### src/rtl/dm_bridge.sv
// dm_bridge: stalls the core while one data load/store runs over a req/ack memory bus
module dm_bridge #(
  parameter int TIMEOUT   = 255,
  parameter int WORD_SIZE = 32
) (
  input  logic                 i_clk,
  input  logic                 i_rst,
  input  logic [WORD_SIZE-1:0] i_addr,
  input  logic [WORD_SIZE-1:0] i_wd,
  input  logic [3:0]           i_wen,
  input  logic                 i_ren,
  output logic [WORD_SIZE-1:0] o_rd,
  output logic                 o_stall,
  output logic                 o_fault,
  output logic                 o_mem_req,
  output logic                 o_mem_we,
  output logic [3:0]           o_mem_be,
  output logic [WORD_SIZE-1:0] o_mem_addr,
  output logic [WORD_SIZE-1:0] o_mem_wdata,
  input  logic                 i_mem_ack,
  input  logic [WORD_SIZE-1:0] i_mem_rdata,
  input  logic                 i_mem_err
);
  localparam int CW = $clog2(TIMEOUT + 1);
  typedef enum logic [1:0] {IDLE, REQ, DONE} state_t;
  state_t state_q, state_d;
  logic [WORD_SIZE-1:0] rd_q, rd_d, addr_q, addr_d, wd_q, wd_d;
  logic [3:0] be_q, be_d;
  logic we_q, we_d, fault_q, fault_d;
  logic [CW-1:0] cnt_q, cnt_d;
  logic access, expired;
  assign access  = i_ren || (i_wen != 4'h0);
  assign expired = cnt_q == CW'(TIMEOUT - 1);
  // accept in IDLE, wait for ack or timeout in REQ, retire for one cycle in DONE
  always_comb begin
    state_d = state_q;
    rd_d    = rd_q;
    addr_d  = addr_q;
    wd_d    = wd_q;
    be_d    = be_q;
    we_d    = we_q;
    fault_d = fault_q;
    cnt_d   = cnt_q;
    case (state_q)
      IDLE: if (access) begin
        state_d = REQ;
        addr_d  = i_addr;
        wd_d    = i_wd;
        we_d    = i_wen != 4'h0;
        be_d    = (i_wen != 4'h0) ? i_wen : 4'hF;
        cnt_d   = '0;
        fault_d = 1'b0;
      end
      REQ: if (i_mem_ack) begin
        state_d = DONE;
        fault_d = i_mem_err;
        rd_d    = we_q ? rd_q : (i_mem_err ? '0 : i_mem_rdata);
      end else if (expired) begin
        state_d = DONE;
        fault_d = 1'b1;
        rd_d    = we_q ? rd_q : '0;
      end else begin
        cnt_d = cnt_q + 1'b1;
      end
      default: state_d = IDLE;
    endcase
  end
  // state and datapath registers; reset abandons any transaction in flight
  always_ff @(posedge i_clk) begin
    if (i_rst) begin
      state_q <= IDLE;
      rd_q    <= '0;
      addr_q  <= '0;
      wd_q    <= '0;
      be_q    <= '0;
      we_q    <= 1'b0;
      fault_q <= 1'b0;
      cnt_q   <= '0;
    end else begin
      state_q <= state_d;
      rd_q    <= rd_d;
      addr_q  <= addr_d;
      wd_q    <= wd_d;
      be_q    <= be_d;
      we_q    <= we_d;
      fault_q <= fault_d;
      cnt_q   <= cnt_d;
    end
  end
  assign o_rd        = rd_q;
  assign o_stall     = (state_q == IDLE || i_rst) ? access : state_q == REQ;
  assign o_fault     = state_q == DONE && fault_q;
  assign o_mem_req   = state_q == REQ;
  assign o_mem_we    = we_q;
  assign o_mem_be    = be_q;
  assign o_mem_addr  = addr_q;
  assign o_mem_wdata = wd_q;
endmodule

### config.mk
export PLATFORM = sky130hd
export DESIGN_NAME = dm_bridge
export DESIGN_NICKNAME = d
export VERILOG_FILES = /design/src/rtl/dm_bridge.sv
export SDC_FILE = /design/constraint.sdc
export NUM_CORES = 1
export LEC_CHECK = 0
export CAP_MARGIN = 20
export CORE_MARGIN = 8
export CORE_UTILIZATION = 35
export CTS_BUF_LIST = sky130_fd_sc_hd__clkbuf_4 sky130_fd_sc_hd__clkbuf_8
export CTS_CLUSTER_DIAMETER = 100
export DETAILED_ROUTE_END_ITERATION = 8
export PLACE_DENSITY = 0.73
export REMOVE_ABC_BUFFERS = 1
export SYNTH_ARGS = -nofsm -noshare
export SYNTH_HDL_FRONTEND = slang
export SYNTH_SLANG_ARGS = --single-unit
### constraint.sdc
create_clock -name i_clk -period 1.9 [get_ports i_clk]
set_input_delay 0.38 -clock i_clk [delete_from_list [all_inputs] [get_ports i_clk]]
set_output_delay 0.38 -clock i_clk [all_outputs]
set_load 0.1 [all_outputs]
==> impl_metrics.prom <==
# TYPE chip_impl_metric gauge
chip_impl_metric{name="top_level_ports",unit=""} 209
chip_impl_info{name="rsz0062_at_grt",value="yes"} 1
chip_impl_metric{name="nets",unit=""} 767
chip_impl_metric{name="clockBufferDepth",unit=""} 2
chip_impl_metric{name="post_route_cells_drive_above_1_share",unit="%"} 24.4
chip_impl_metric{name="finalWorstSetupSlack",unit="ps"} 19.9
chip_impl_metric{name="diodes",unit=""} 0
chip_impl_metric{name="detailroute.via_count",unit=""} 3935
chip_impl_metric{name="finalWirelength",unit="mm"} 13.2
chip_impl_info{name="synth.area.top_cells",value="dfxtp_1, nand2_1, a21oi_1, a22o_1, clkbuf_1"} 1
chip_impl_metric{name="max-vdd-ir-drop",unit="mV"} 0.694
chip_impl_info{name="yosys.cell_count.top_type",value="nand2_1"} 1
chip_impl_info{name="min_delay_worst_endpoint",value="state_q[1]"} 1
chip_impl_metric{name="port_buffers",unit=""} 208
chip_impl_metric{name="synth-edff-count",unit=""} 0
chip_impl_metric{name="timing.critical_path.arrival",unit="ps"} 1500
chip_impl_metric{name="insertion_delay",unit="ps"} 380
chip_impl_metric{name="timing.reg2reg.setup_slack",unit="ps"} 190
chip_impl_metric{name="final_min_period_over_clock_period",unit="%"} 99.0
chip_impl_metric{name="initial_core_util",unit="%"} 35.4
chip_impl_metric{name="synth.lib_cells_used.distinct",unit=""} 40
chip_impl_info{name="root_buf_cell",value="clkbuf_8"} 1
chip_impl_info{name="timing.critical_path.from_type",value="primary input"} 1
chip_impl_metric{name="final_max_slew_viols",unit=""} 0
chip_impl_metric{name="cp.required",unit="ps"} 1520
chip_impl_metric{name="detailedPlacementHpwl",unit="mm"} 10.0
chip_impl_metric{name="numClockSinks",unit=""} 112
chip_impl_metric{name="detailedRoute.firstIterationViolations",unit=""} 287
chip_impl_metric{name="post_synthesis_register_bit_count",unit=""} 112
chip_impl_metric{name="pre_cts_ws",unit="ps"} -408
chip_impl_metric{name="via_count_of_the_first_global_routing_pass",unit=""} 3765
chip_impl_metric{name="core_area",unit="mm²"} 0.0113
chip_impl_info{name="reg2reg_to",value="state_q[0]"} 1
chip_impl_info{name="worstReg2RegStart",value="cnt_q[3]"} 1
chip_impl_metric{name="ctsHoldBuffers",unit=""} 0
chip_impl_metric{name="design_power_total",unit="mW"} 5.89
chip_impl_info{name="cts_tree",value="built"} 1
chip_impl_metric{name="overflow",unit=""} 0
chip_impl_metric{name="finalSetupTns",unit="ps"} 0
chip_impl_info{name="critical_path.startpoint",value="i_wen[2]"} 1
chip_impl_metric{name="drcViolationCount",unit=""} 0
chip_impl_metric{name="finalHoldViolCount",unit=""} 0
chip_impl_metric{name="mappedNetlistArea",unit="mm²"} 0.00399
chip_impl_metric{name="hold_path_depth",unit=""} 3
chip_impl_metric{name="grt_start_max_net_pins",unit=""} 69
chip_impl_info{name="run_status",value="finished clean"} 1
chip_impl_metric{name="layout_min_cycle_time",unit="ps"} 1880
chip_impl_metric{name="worst-path-max-fanout",unit=""} 2
chip_impl_metric{name="placementRows",unit=""} 39
chip_impl_metric{name="globalplace.congestion",unit=""} 0.778
chip_impl_metric{name="num_cts_buffers",unit=""} 9
chip_impl_metric{name="worst_clock_skew",unit="ps"} 18.9
chip_impl_metric{name="postSynthCellCount",unit=""} 448
chip_impl_metric{name="tightestPinTransition",unit="ps"} 713
chip_impl_metric{name="floorplan.die.width",unit="µm"} 123
chip_impl_info{name="synth_area_leader_cell",value="dfxtp_1"} 1
chip_impl_metric{name="rr_worst_depth",unit=""} 4
chip_impl_metric{name="fillers",unit=""} 996
chip_impl_metric{name="synth_top_area_share",unit="%"} 56.2
chip_impl_metric{name="drv_cap",unit=""} 0
chip_impl_metric{name="dr.pass1.iters",unit=""} 4
chip_impl_metric{name="antenna_found_initial",unit=""} 0
chip_impl_metric{name="drt-wirelength-per-cell",unit="µm"} 16.3
chip_impl_metric{name="power.density",unit="mW/mm²"} 927
chip_impl_metric{name="synth-warning-count",unit=""} 0
chip_impl_metric{name="via_per_inst",unit=""} 4.88
chip_impl_metric{name="finish.utilization",unit="%"} 56.4
chip_impl_metric{name="synth-async-reset-ratio",unit="%"} 0
chip_impl_metric{name="fmax",unit="GHz"} 0.532
chip_impl_metric{name="final.hold.worst_slack",unit="ps"} 337
chip_impl_metric{name="share_of_the_yosys_chip_area_belonging_to_registers",unit="%"} 56.2
chip_impl_info{name="min_path_type",value="primary input to flip-flop"} 1
chip_impl_metric{name="grt_util_all_layers",unit="%"} 16.5
chip_impl_metric{name="avgSynthCellArea",unit="µm²"} 8.90
chip_impl_metric{name="p_r_area_growth_vs_syn",unit="%"} 59.4
chip_impl_metric{name="finalSetupViolCount",unit=""} 0
chip_impl_metric{name="cts-htree-levels",unit=""} 3
chip_impl_metric{name="detail-route-antenna-nets",unit=""} 0
chip_impl_metric{name="die_h",unit="µm"} 123
chip_impl_info{name="critPathKind",value="primary input to output pin"} 1
chip_impl_info{name="synthTopCellsByCount",value="nand2_1, dfxtp_1, a21oi_1, a22o_1, clkbuf_1"} 1
chip_impl_metric{name="grt_first_pass_wirelength",unit="mm"} 19.6
chip_impl_metric{name="fp.dieArea",unit="mm²"} 0.0151
chip_impl_info{name="hold_path.startpoint",value="i_rst"} 1
chip_impl_metric{name="slew_headroom",unit="%"} 52.5
chip_impl_info{name="critical_path.endpoint_type",value="output pin"} 1
chip_impl_metric{name="cts.reportedPaths.clkPinSlew",unit="ps"} 100
chip_impl_info{name="synth_ff_type",value="dfxtp_1"} 1
chip_impl_metric{name="leakage",unit="nW"} 2.69
[through the flow]
stage	cells	area, µm²
after floorplan	417	3830
after global placement	791	6180
after detailed placement	791	6180
after CTS	806	6350
final	807	6350
after global routing	807	6350
[repair_timing]
action	CTS	global route
pin swaps	2	2
resized for setup	13	5
setup buffers	0	1
setup endpoints to repair	1	2
[placed cells by master, fill, tap and decap left out, types with 3 or more instances in the layout]
master / count
o221a_1: 3
buf_12: 13
a22o_1: 32
nor2_1: 5
dfxtp_1: 111
buf_4: 115
nand3_1: 8
a21oi_1: 68
inv_1: 5
nand2_1: 141
a31oi_1: 3
clkbuf_8: 9
clkdlybuf4s50_1: 99
[sequential cells by signal, summed over array words and instances, names as in the netlist]
signal,count
o_mem_addr,32
o_mem_wdata,32
o_rd,32
cnt_q,8
o_mem_be,4
state_q,2
fault_q,1
o_mem_we,1
[where the power goes]
group	leakage, nW	switching, mW	total (mW)	internal (mW)
clock network	0.0820	0.774	1.26	0.485
logic	1.69	1.46	2.04	0.586
registers	0.919	0.0892	2.58	2.50
[final cells by class]
cell class	count	area [µm²]	share of cell area [%]
clock buffers	10	131	2.07
well taps	143	179	2.82
flip-flops and latches	112	2240	35.3
multi-input cells	300	1600	25.2
clock inverters	5	33.8	0.532
repair buffers	232	2150	33.8
inverters	5	18.8	0.295
[kinds of logic after synthesis]
| group | after synthesis | synth area share, % |
|---|---|---|
| adders and majority gates | 2 | 0.628 |
| buffers and inverters | 36 | 4.33 |
| muxes | 2 | 0.565 |
| DFF | 112 | 56.2 |
| and+or+nand+nor | 169 | 17.4 |
| AOI/OAI and AO/OA | 127 | 20.8 |
[worst max-delay path by stage]
stage	endpoint	slack, ps	cells past startpoint
detailed placement	o_mem_wdata[15]	-410	7
global placement	o_mem_addr[23]	-360	7
floorplan	o_rd[0]	-1710	2
global route	o_stall	-6	5
CTS	o_stall	10	5
finish	o_stall	20	5
[worst max-delay path: stages]
cell      delay [ps]
buf_6             90
or4_4            530
a211oi_2         250
a21oi_2           70
buf_12           180
[routing by layer]
| metal | GRT usage [%] | up-vias | wire length, µm |
|---|---|---|---|
| met4 | 4.19 | 0 | 134 |
| met1 | 17.9 | 1874 | 5020 |
| met2 | 30.2 | 97 | 7160 |
| met3 | 5.34 | 7 | 852 |
| li1 | - | 1957 | - |
| met5 | 0 | - | 0 |
Note: power is estimated with default switching activity, not from simulation.
